**src/rtl/cpu_defs.sv**
```systemverilog
// Shared CPU address-map definitions: IRQ controller register indices and bus base.
package cpu_defs;

  localparam logic [31:0] IRQ_BASE = 32'hBFC0_1000;

  typedef enum logic [1:0] {
    IRQ_ENABLE = 2'd0,
    IRQ_MODE   = 2'd1,
    IRQ_STATUS = 2'd2,
    IRQ_RAW    = 2'd3
  } irq_reg_e;

endpackage

```
**src/rtl/irq_sync.sv**
```systemverilog
// Multi-flop synchronizer for a vector of asynchronous pins.
module irq_sync #(
  parameter int WIDTH  = 4,
  parameter int STAGES = 2
) (
  input  logic             clk,
  input  logic             reset,
  input  logic [WIDTH-1:0] d,
  output logic [WIDTH-1:0] q
);

  logic [STAGES-1:0][WIDTH-1:0] stage;

  // NOTE: asynchronous active-low reset; every flop here is control state, so all are cleared.
  always_ff @(posedge clk or negedge reset) begin
    if (!reset) begin
      stage <= '0;
    end else begin
      stage <= {stage[STAGES-2:0], d};
    end
  end

  assign q = stage[STAGES-1];

endmodule

```
**src/rtl/irq_controller.sv**
```systemverilog
// External interrupt front-end: synchronizes pins, applies edge/level detect and
// masking, and feeds coprocessor-0 Cause IP[7:4]. Word-addressed register port.
module irq_controller
  import cpu_defs::*;
#(
  parameter int N_IRQ       = 4,
  parameter int SYNC_STAGES = 2
) (
  input  logic             clk,
  input  logic             reset,
  input  logic [N_IRQ-1:0] irq_in,
  input  logic             sel,
  input  logic             we,
  input  logic [1:0]       addr,
  input  logic [31:0]      wdata,
  output logic [31:0]      rdata,
  output logic [N_IRQ-1:0] irq_out
);

  localparam int GUARD_CYCLES = SYNC_STAGES + 1;
  localparam int GW           = $clog2(GUARD_CYCLES + 1);

  logic [N_IRQ-1:0] sync, prev, enable, mode, pending, overrun;
  logic [N_IRQ-1:0] pend_nxt, ovr_nxt, rise, mode_flip, w1c_pend, w1c_ovr;
  logic [GW-1:0]    guard_cnt;
  logic             guard_done, wr_en, wr_enable, wr_mode, wr_status;

  irq_sync #(.WIDTH(N_IRQ), .STAGES(SYNC_STAGES)) u_sync (
    .clk   (clk),
    .reset (reset),
    .d     (irq_in),
    .q     (sync)
  );

  assign wr_en      = sel & we;
  assign wr_enable  = wr_en && (irq_reg_e'(addr) == IRQ_ENABLE);
  assign wr_mode    = wr_en && (irq_reg_e'(addr) == IRQ_MODE);
  assign wr_status  = wr_en && (irq_reg_e'(addr) == IRQ_STATUS);
  assign mode_flip  = wr_mode ? (wdata[N_IRQ-1:0] ^ mode) : '0;
  assign w1c_pend   = wr_status ? wdata[N_IRQ-1:0] : '0;
  assign w1c_ovr    = wr_status ? wdata[2*N_IRQ-1:N_IRQ] : '0;

  // Edges are suppressed until the synchronizer and prev flop hold real pin data,
  // so a pin held high through reset cannot look like a rising edge.
  assign guard_done = (guard_cnt == GW'(GUARD_CYCLES));
  assign rise       = sync & ~prev & {N_IRQ{guard_done}};

  // NOTE: every combinational output gets a default first so no latch is inferred.
  always_comb begin
    pend_nxt = pending;
    ovr_nxt  = overrun;
    for (int i = 0; i < N_IRQ; i++) begin
      if (mode_flip[i]) begin
        pend_nxt[i] = 1'b0;
        ovr_nxt[i]  = 1'b0;
      end else if (!mode[i]) begin
        pend_nxt[i] = sync[i];
        ovr_nxt[i]  = overrun[i] & ~w1c_ovr[i];
      end else begin
        // A rise coinciding with an acknowledge of the same line is a fresh
        // interrupt, not an overrun; a set always beats a clear.
        pend_nxt[i] = rise[i] | (pending[i] & ~w1c_pend[i]);
        ovr_nxt[i]  = (rise[i] & pending[i] & ~w1c_pend[i]) | (overrun[i] & ~w1c_ovr[i]);
      end
    end
  end

  // NOTE: sequential state uses non-blocking assignments so all flops update together.
  always_ff @(posedge clk or negedge reset) begin
    if (!reset) begin
      prev      <= '0;
      enable    <= '0;
      mode      <= '0;
      pending   <= '0;
      overrun   <= '0;
      guard_cnt <= '0;
    end else begin
      prev    <= sync;
      pending <= pend_nxt;
      overrun <= ovr_nxt;
      if (!guard_done) guard_cnt <= guard_cnt + GW'(1);
      if (wr_enable)   enable    <= wdata[N_IRQ-1:0];
      if (wr_mode)     mode      <= wdata[N_IRQ-1:0];
    end
  end

  always_comb begin
    rdata = '0;
    case (irq_reg_e'(addr))
      IRQ_ENABLE: rdata[N_IRQ-1:0]   = enable;
      IRQ_MODE:   rdata[N_IRQ-1:0]   = mode;
      IRQ_STATUS: rdata[2*N_IRQ-1:0] = {overrun, pending};
      IRQ_RAW:    rdata[N_IRQ-1:0]   = sync;
      default:    rdata              = '0;
    endcase
  end

  assign irq_out = pending & enable;

endmodule
```
**config.mk**
```make
export PLATFORM = sky130hd
export DESIGN_NAME = irq_controller
export DESIGN_NICKNAME = d
export VERILOG_FILES = /design/src/rtl/cpu_defs.sv /design/src/rtl/irq_sync.sv /design/src/rtl/irq_controller.sv
export SDC_FILE = /design/constraint.sdc
export NUM_CORES = 1
export LEC_CHECK = 0
export ABC_AREA = 1
export BUFFER_PORTS_ARGS = -buffer_cell sky130_fd_sc_hd__buf_4
export CAP_MARGIN = 20
export CORE_UTILIZATION = 45
export DETAILED_ROUTE_END_ITERATION = 10
export PLACE_DENSITY_LB_ADDON = 0.08
export SYNTH_ARGS = -nofsm -noshare
export SYNTH_HDL_FRONTEND = slang
export SYNTH_HIERARCHICAL = 1
export SYNTH_SLANG_ARGS = --single-unit
```
**constraint.sdc**
```tcl
create_clock -name clk -period 1.25 [get_ports clk]
set_input_delay 0 -clock clk [delete_from_list [all_inputs] [get_ports clk]]
set_output_delay 0 -clock clk [all_outputs]
set_load 0.05 [all_outputs]
```
; Yosys cells after proc, flatten, opt, wreduce, memory -nomap -nowiden
; Cells that the tools add are included.
[totals]
word_cells = 76
in_bits = 42
reg_bits = 30
out_inout_bits = 36
[classes]
muxes = 21
n_eq_ne = 4
addsub = 1
reduce_logical = 4
n_bitwise = 38
[ops]
columns = op, count
row1 = 1-bit bitwise AND, 17
row2 = 1-bit two-way mux, 16
row3 = 4-bit two-way mux, 4
row4 = 4-bit case mux with 4 select lines, 1
row5 = 4-bit bitwise AND, 3
row6 = 1-bit inverter, 8
row7 = 1-bit bitwise OR, 8
row8 = 2-bit equality test (second input constant), 3
row9 = 4-bit inverter, 1
row10 = 4-bit bitwise XOR, 1
row11 = 1-bit logical AND, 3
row12 = 2-bit by 1-bit adder with 2-bit output (second input constant), 1
row13 = 2-bit by 1-bit equality test with 1-bit output (second input constant), 1
row14 = 2-bit zero test, 1

; Longest topological paths before layout
[depth]
word_depth = 8
ltp_mapped = 7
depth_no_buf = 6

; Hierarchy
; The synthesis kept the hierarchy.
[modules_own_cells]
columns = mod, area_per_inst_um2, seq_area_each_um2, instances, cells_per_inst
row1 = irq_controller, 1407.6, 550.5, 1, 188
row2 = irq_sync, 230.2, 200.2, 1, 12

; Worst setup path before layout
; No wires, ideal clock.
[synth_path]
path_type = reg-to-output
from = reg mode[2]
to = out rdata[2]
t_arrival_ps = 1267
path_stages_with_launch = 3
path_buffers = 0
slack_ps = -17
path_cell_list = dfrtp_1 inv_1 o2111ai_1
[synth_via]
elab_chain_cells = 1
[synth_lines]
columns = item, line_no
row1 = "start, declared", irq_controller.sv:23  ; logic [N_IRQ-1:0] sync, prev, enable, mode, pending, overrun;
row2 = "start signal, assigned", irq_controller.sv:83  ; if (wr_mode) mode <= wdata[N_IRQ-1:0];
row3 = 4-bit case mux with 4 select lines, irq_controller.sv:89  ; case (irq_reg_e'(addr))
row4 = "end, declared", irq_controller.sv:16  ; output logic [31:0] rdata,
; Every way passes these cells.

; Worst setup path in the final report
; Ends and elaborated chain as after synthesis.

==> flow_results.xml <==
<?xml version="1.0" encoding="UTF-8"?>
<metrics>
  <group name="floorplan">
    <metric name="die_boundary_width" unit="µm">62.3</metric>
    <metric name="core_area" unit="mm²">0.00342</metric>
    <metric name="die-height" unit="µm">62.3</metric>
    <metric name="design.die.area" unit="mm²">0.00389</metric>
    <metric name="pin_count" unit="">78</metric>
    <metric name="std_cell_rows" unit="">21</metric>
    <metric name="start_util" unit="%">47.9</metric>
  </group>
  <group name="yosys">
    <metric name="postSynthAreaPerCell" unit="µm²">8.19</metric>
    <metric name="synth_top_area_share" unit="%">45.8</metric>
    <metric name="post-synth-top-count-cell" unit="">sky130_fd_sc_hd__nand2_1</metric>
    <metric name="synth-seq-area-share" unit="%">45.8</metric>
    <metric name="synth_cell_types" unit="">23</metric>
    <metric name="yosys_most_used_dff" unit="">sky130_fd_sc_hd__dfrtp_1</metric>
    <metric name="synth-edff-count" unit="">0</metric>
    <metric name="synthDominantAreaCellType" unit="">sky130_fd_sc_hd__dfrtp_1</metric>
    <metric name="syn_area" unit="mm²">0.00164</metric>
    <metric name="postSynth.asyncResetShare" unit="%">100</metric>
    <metric name="ys_seq_elements" unit="">30</metric>
    <metric name="synth_cells" unit="">200</metric>
    <metric name="post_synth_most_frequent_cells" unit="">sky130_fd_sc_hd__nand2_1 (49), sky130_fd_sc_hd__dfrtp_1 (30), sky130_fd_sc_hd__buf_4 (28)</metric>
    <metric name="synth_area_leaders" unit="">sky130_fd_sc_hd__dfrtp_1 (46%), sky130_fd_sc_hd__buf_4 (13%), sky130_fd_sc_hd__nand2_1 (11%)</metric>
    <metric name="yosysWarnings" unit="">6</metric>
  </group>
  <group name="cells_and_area">
    <metric name="synthToLayoutAreaGrowth" unit="%">27.6</metric>
    <metric name="share_of_final_layout_standard_cells_stronger_than_drive_strength_1" unit="%">25.4</metric>
    <metric name="design.final.nets" unit="">295</metric>
    <metric name="finalNonFillerCells" unit="">298</metric>
    <metric name="antenna_cells" unit="">0</metric>
  </group>
  <group name="timing">
    <metric name="achievable-frequency" unit="GHz">0.836</metric>
    <metric name="layout_setup_ws" unit="ns">0.0539</metric>
    <metric name="fin_crit_sh" unit="%">95.7</metric>
    <metric name="final-max-slew-violation-count" unit="">0</metric>
    <metric name="report.final.hold_viol_count" unit="">0</metric>
    <metric name="clock-skew-final" unit="ns">0.00529</metric>
    <metric name="timing.final.crit_period" unit="ns">1.20</metric>
    <metric name="hold_ws" unit="ns">0.135</metric>
    <metric name="finalSetupViolations" unit="">0</metric>
  </group>
  <group name="critical_path">
    <metric name="timing.critical_path.slowest_stage_cell" unit="">sky130_fd_sc_hd__dfrtp_1</metric>
    <metric name="critPathArrivalTime" unit="ns">1.20</metric>
    <metric name="cp-start-kind" unit="">flop</metric>
    <metric name="path_depth" unit="">3</metric>
    <metric name="timing.critical_path.to_type" unit="">output pin</metric>
    <metric name="worst-path-max-fanout" unit="">5</metric>
    <metric name="crit_type" unit="">flop to output pin</metric>
    <metric name="slowest_cell_delay_on_critical_path" unit="ns">0.39</metric>
    <metric name="timing.critical_path.max_delay_family" unit="">flip-flops</metric>
    <metric name="worstPathRequired" unit="ns">1.25</metric>
    <metric name="crit_buf_inv" unit="">2</metric>
    <metric name="reg2regPathDepth" unit="">5</metric>
    <metric name="crit_path_cell_trace" unit="">inv_2, o2111ai_2, buf_6</metric>
  </group>
  <group name="route">
    <metric name="detail_route.iter0.violations" unit="">59</metric>
    <metric name="antenna_left" unit="">0</metric>
    <metric name="routedWlPerCell" unit="µm">11.9</metric>
    <metric name="drc" unit="">0</metric>
    <metric name="routed_wl" unit="µm">3540</metric>
    <metric name="drtPass1Iterations" unit="">4</metric>
    <metric name="vias" unit="">1402</metric>
    <metric name="viasPerCell" unit="">4.70</metric>
  </group>
  <group name="global_routing">
    <metric name="initial_antenna_violation_count" unit="">0</metric>
    <metric name="largest_net_degree_at_the_start_of_global_routing" unit="">31</metric>
    <metric name="overflow_left_after_global_routing" unit="">0</metric>
    <metric name="grt_pass1_vias" unit="">1303</metric>
    <metric name="grt_pass1_wl" unit="µm">5870</metric>
    <metric name="globalRouteTotalUtil" unit="%">19.9</metric>
  </group>
  <group name="pwr">
    <metric name="post_layout_total_power" unit="mW">2.81</metric>
    <metric name="pwr-share-clk" unit="%">19.6</metric>
    <metric name="switchingPower" unit="mW">1.14</metric>
    <metric name="power.share.sequential" unit="%">43.8</metric>
    <metric name="power.switching_fraction" unit="%">40.6</metric>
    <metric name="power.leakage" unit="nW">1.11</metric>
    <metric name="power.density" unit="mW/mm²">1340</metric>
    <metric name="worst_ir_drop_vdd" unit="µV">787</metric>
    <metric name="comb_power_share" unit="%">36.5</metric>
    <metric name="internal-power" unit="mW">1.67</metric>
  </group>
  <group name="place">
    <metric name="worst_setup_slack_after_placement" unit="ns">-0.0524</metric>
    <metric name="globalplace.congestion" unit="">0.776</metric>
    <metric name="dp.cells" unit="">273</metric>
    <metric name="dp_hpwl" unit="µm">2410</metric>
    <metric name="port_buffers" unit="">29</metric>
  </group>
  <group name="job">
    <metric name="drv.max_cap_violation_count" unit="">0</metric>
  </group>
  <group name="clocking">
    <metric name="cts.reportedPaths.clkPinSlew" unit="ns">0.10</metric>
    <metric name="ctsRootBufferMaster" unit="">sky130_fd_sc_hd__clkbuf_4</metric>
    <metric name="number_of_clock_buffers_inserted_by_tritoncts" unit="">5</metric>
    <metric name="tritoncts" unit="">done</metric>
    <metric name="clkSinkCount" unit="">30</metric>
    <metric name="cts.htree.levels" unit="">2</metric>
    <metric name="clk-insertion-delay-late" unit="ns">0.33</metric>
    <metric name="ctsLongestPathBuffers" unit="">2</metric>
  </group>
  <group name="min_path">
    <metric name="hold_path.class" unit="">input port to async pin</metric>
  </group>
  <group name="run_status">
    <metric name="status" unit="">completed</metric>
  </group>
</metrics>
[state kept, by name, summed over array words and instances (netlist names)]
name and flops:
u_sync/q 4, guard_cnt 2, overrun 4, prev 4, u_sync/stage 4, enable 4, mode 4, pending 4
[what timing repair did]
item,in CTS,in global routing
gates cloned,0,0
endpoints found under the hold margin,46,0
pin swaps,0,3
resized for setup,4,9
buffers inserted,1,4
endpoints found under the setup margin,8,6
hold buffers,13,0
[through the flow]
step | util [%] | area, µm² | setup TNS [ns]
finish | 61.2 | 2090 | 0
global route | 61.2 | 2090 | -0.00149
CTS | 59.4 | 2030 | 0
detailed placement | 53.6 | 1830 | -0.116
global placement | 53.6 | 1830 | 0
floorplan | - | 1750 | 0
[final cells by class]
class | count | area (µm²)
fillers | 315 | 1330
flip-flops and latches | 30 | 752
multi-input cells | 135 | 688
repair buffers | 53 | 445
inverters | 27 | 101
well taps | 46 | 57.6
clock buffers | 7 | 45.0
[power groups by stage]
stage	logic (mW)	registers [mW]	clock network, mW
after floorplan	0.778	1.21	0
after global placement	0.911	1.24	0
after detailed placement	0.927	1.25	0
after CTS	0.987	1.22	0.551
after global routing	1.11	1.25	0.604
final	1.03	1.23	0.552
[logic make-up (layout without fill, tap and decap cells)]
| kind of cell | count (synthesis) | count (layout) | share of synthesized area (%) |
|---|---|---|---|
| and+or+nand+nor | 80 | 80 | 21.2 |
| buffers and inverters | 58 | 87 | 20.7 |
| DFF | 30 | 30 | 45.8 |
| AOI/OAI and AO/OA | 28 | 28 | 10.0 |
| adders and majority gates | 1 | 1 | 0.764 |
| other | 1 | 24 | 0.229 |
| xor gates and xnor gates | 1 | 1 | 0.535 |
| muxes | 1 | 1 | 0.687 |
[worst register-to-register path, stage by stage (launching register included)]
cell,delay [ns]
sky130_fd_sc_hd__dfrtp_1,0.40
sky130_fd_sc_hd__ha_4,0.23
sky130_fd_sc_hd__nand3_1,0.09
sky130_fd_sc_hd__nor2_1,0.09
sky130_fd_sc_hd__nand3_1,0.08
sky130_fd_sc_hd__a21oi_1,0.14
[final timing paths]
kind	from	endpoint	slack, ns
max reg2reg	guard_cnt[0]	overrun[3]	0.15
max in group asynchronous	reset	u_sync/q[1]	0.82
min	reset	mode[3]	0.14
min in group clk	addr[0]	pending[2]	0.21
min reg2reg	u_sync/stage[0]	u_sync/q[0]	0.35
max	mode[2]	rdata[2]	0.05
[routing by layer]
layer	track usage (%)	wire length [µm]	up-vias
li1	-	-	683
met1	25.0	1580	659
met2	33.0	1720	55
met3	5.51	197	5
met4	6.98	50	0
met5	0	0	-
[placed cells by master, fill, tap and decap left out]
master                          synthesis  routed
sky130_fd_sc_hd__o2111ai_2              0       3
sky130_fd_sc_hd__dfrtp_1               30      29
sky130_fd_sc_hd__o2111ai_4              0       1
sky130_fd_sc_hd__inv_1                 26      22
sky130_fd_sc_hd__clkbuf_4               0       5
sky130_fd_sc_hd__dfrtp_2                0       1
sky130_fd_sc_hd__a21oi_1                7       7
sky130_fd_sc_hd__dlygate4sd3_1          0      13
sky130_fd_sc_hd__mux2_2                 1       1
sky130_fd_sc_hd__buf_4                 28      36
sky130_fd_sc_hd__o21ai_1                2       2
sky130_fd_sc_hd__nor2_4                 1       1
sky130_fd_sc_hd__buf_6                  2       4
sky130_fd_sc_hd__a31oi_1                4       4
sky130_fd_sc_hd__nor2_1                10      10
sky130_fd_sc_hd__a21oi_2                1       1
sky130_fd_sc_hd__conb_1                 1      24
sky130_fd_sc_hd__xnor2_1                1       1
sky130_fd_sc_hd__nand2_2                1       1
sky130_fd_sc_hd__ha_4                   0       1
sky130_fd_sc_hd__inv_2                  1       5
sky130_fd_sc_hd__clkbuf_1               0       2
sky130_fd_sc_hd__nand3_1               16      15
sky130_fd_sc_hd__nand2_1               49      49
sky130_fd_sc_hd__nand2_4                2       2
sky130_fd_sc_hd__o21ai_0               10      10
sky130_fd_sc_hd__nor2_2                 1       1
sky130_fd_sc_hd__nand3_2                0       1
(Power assumes the default switching activity.)
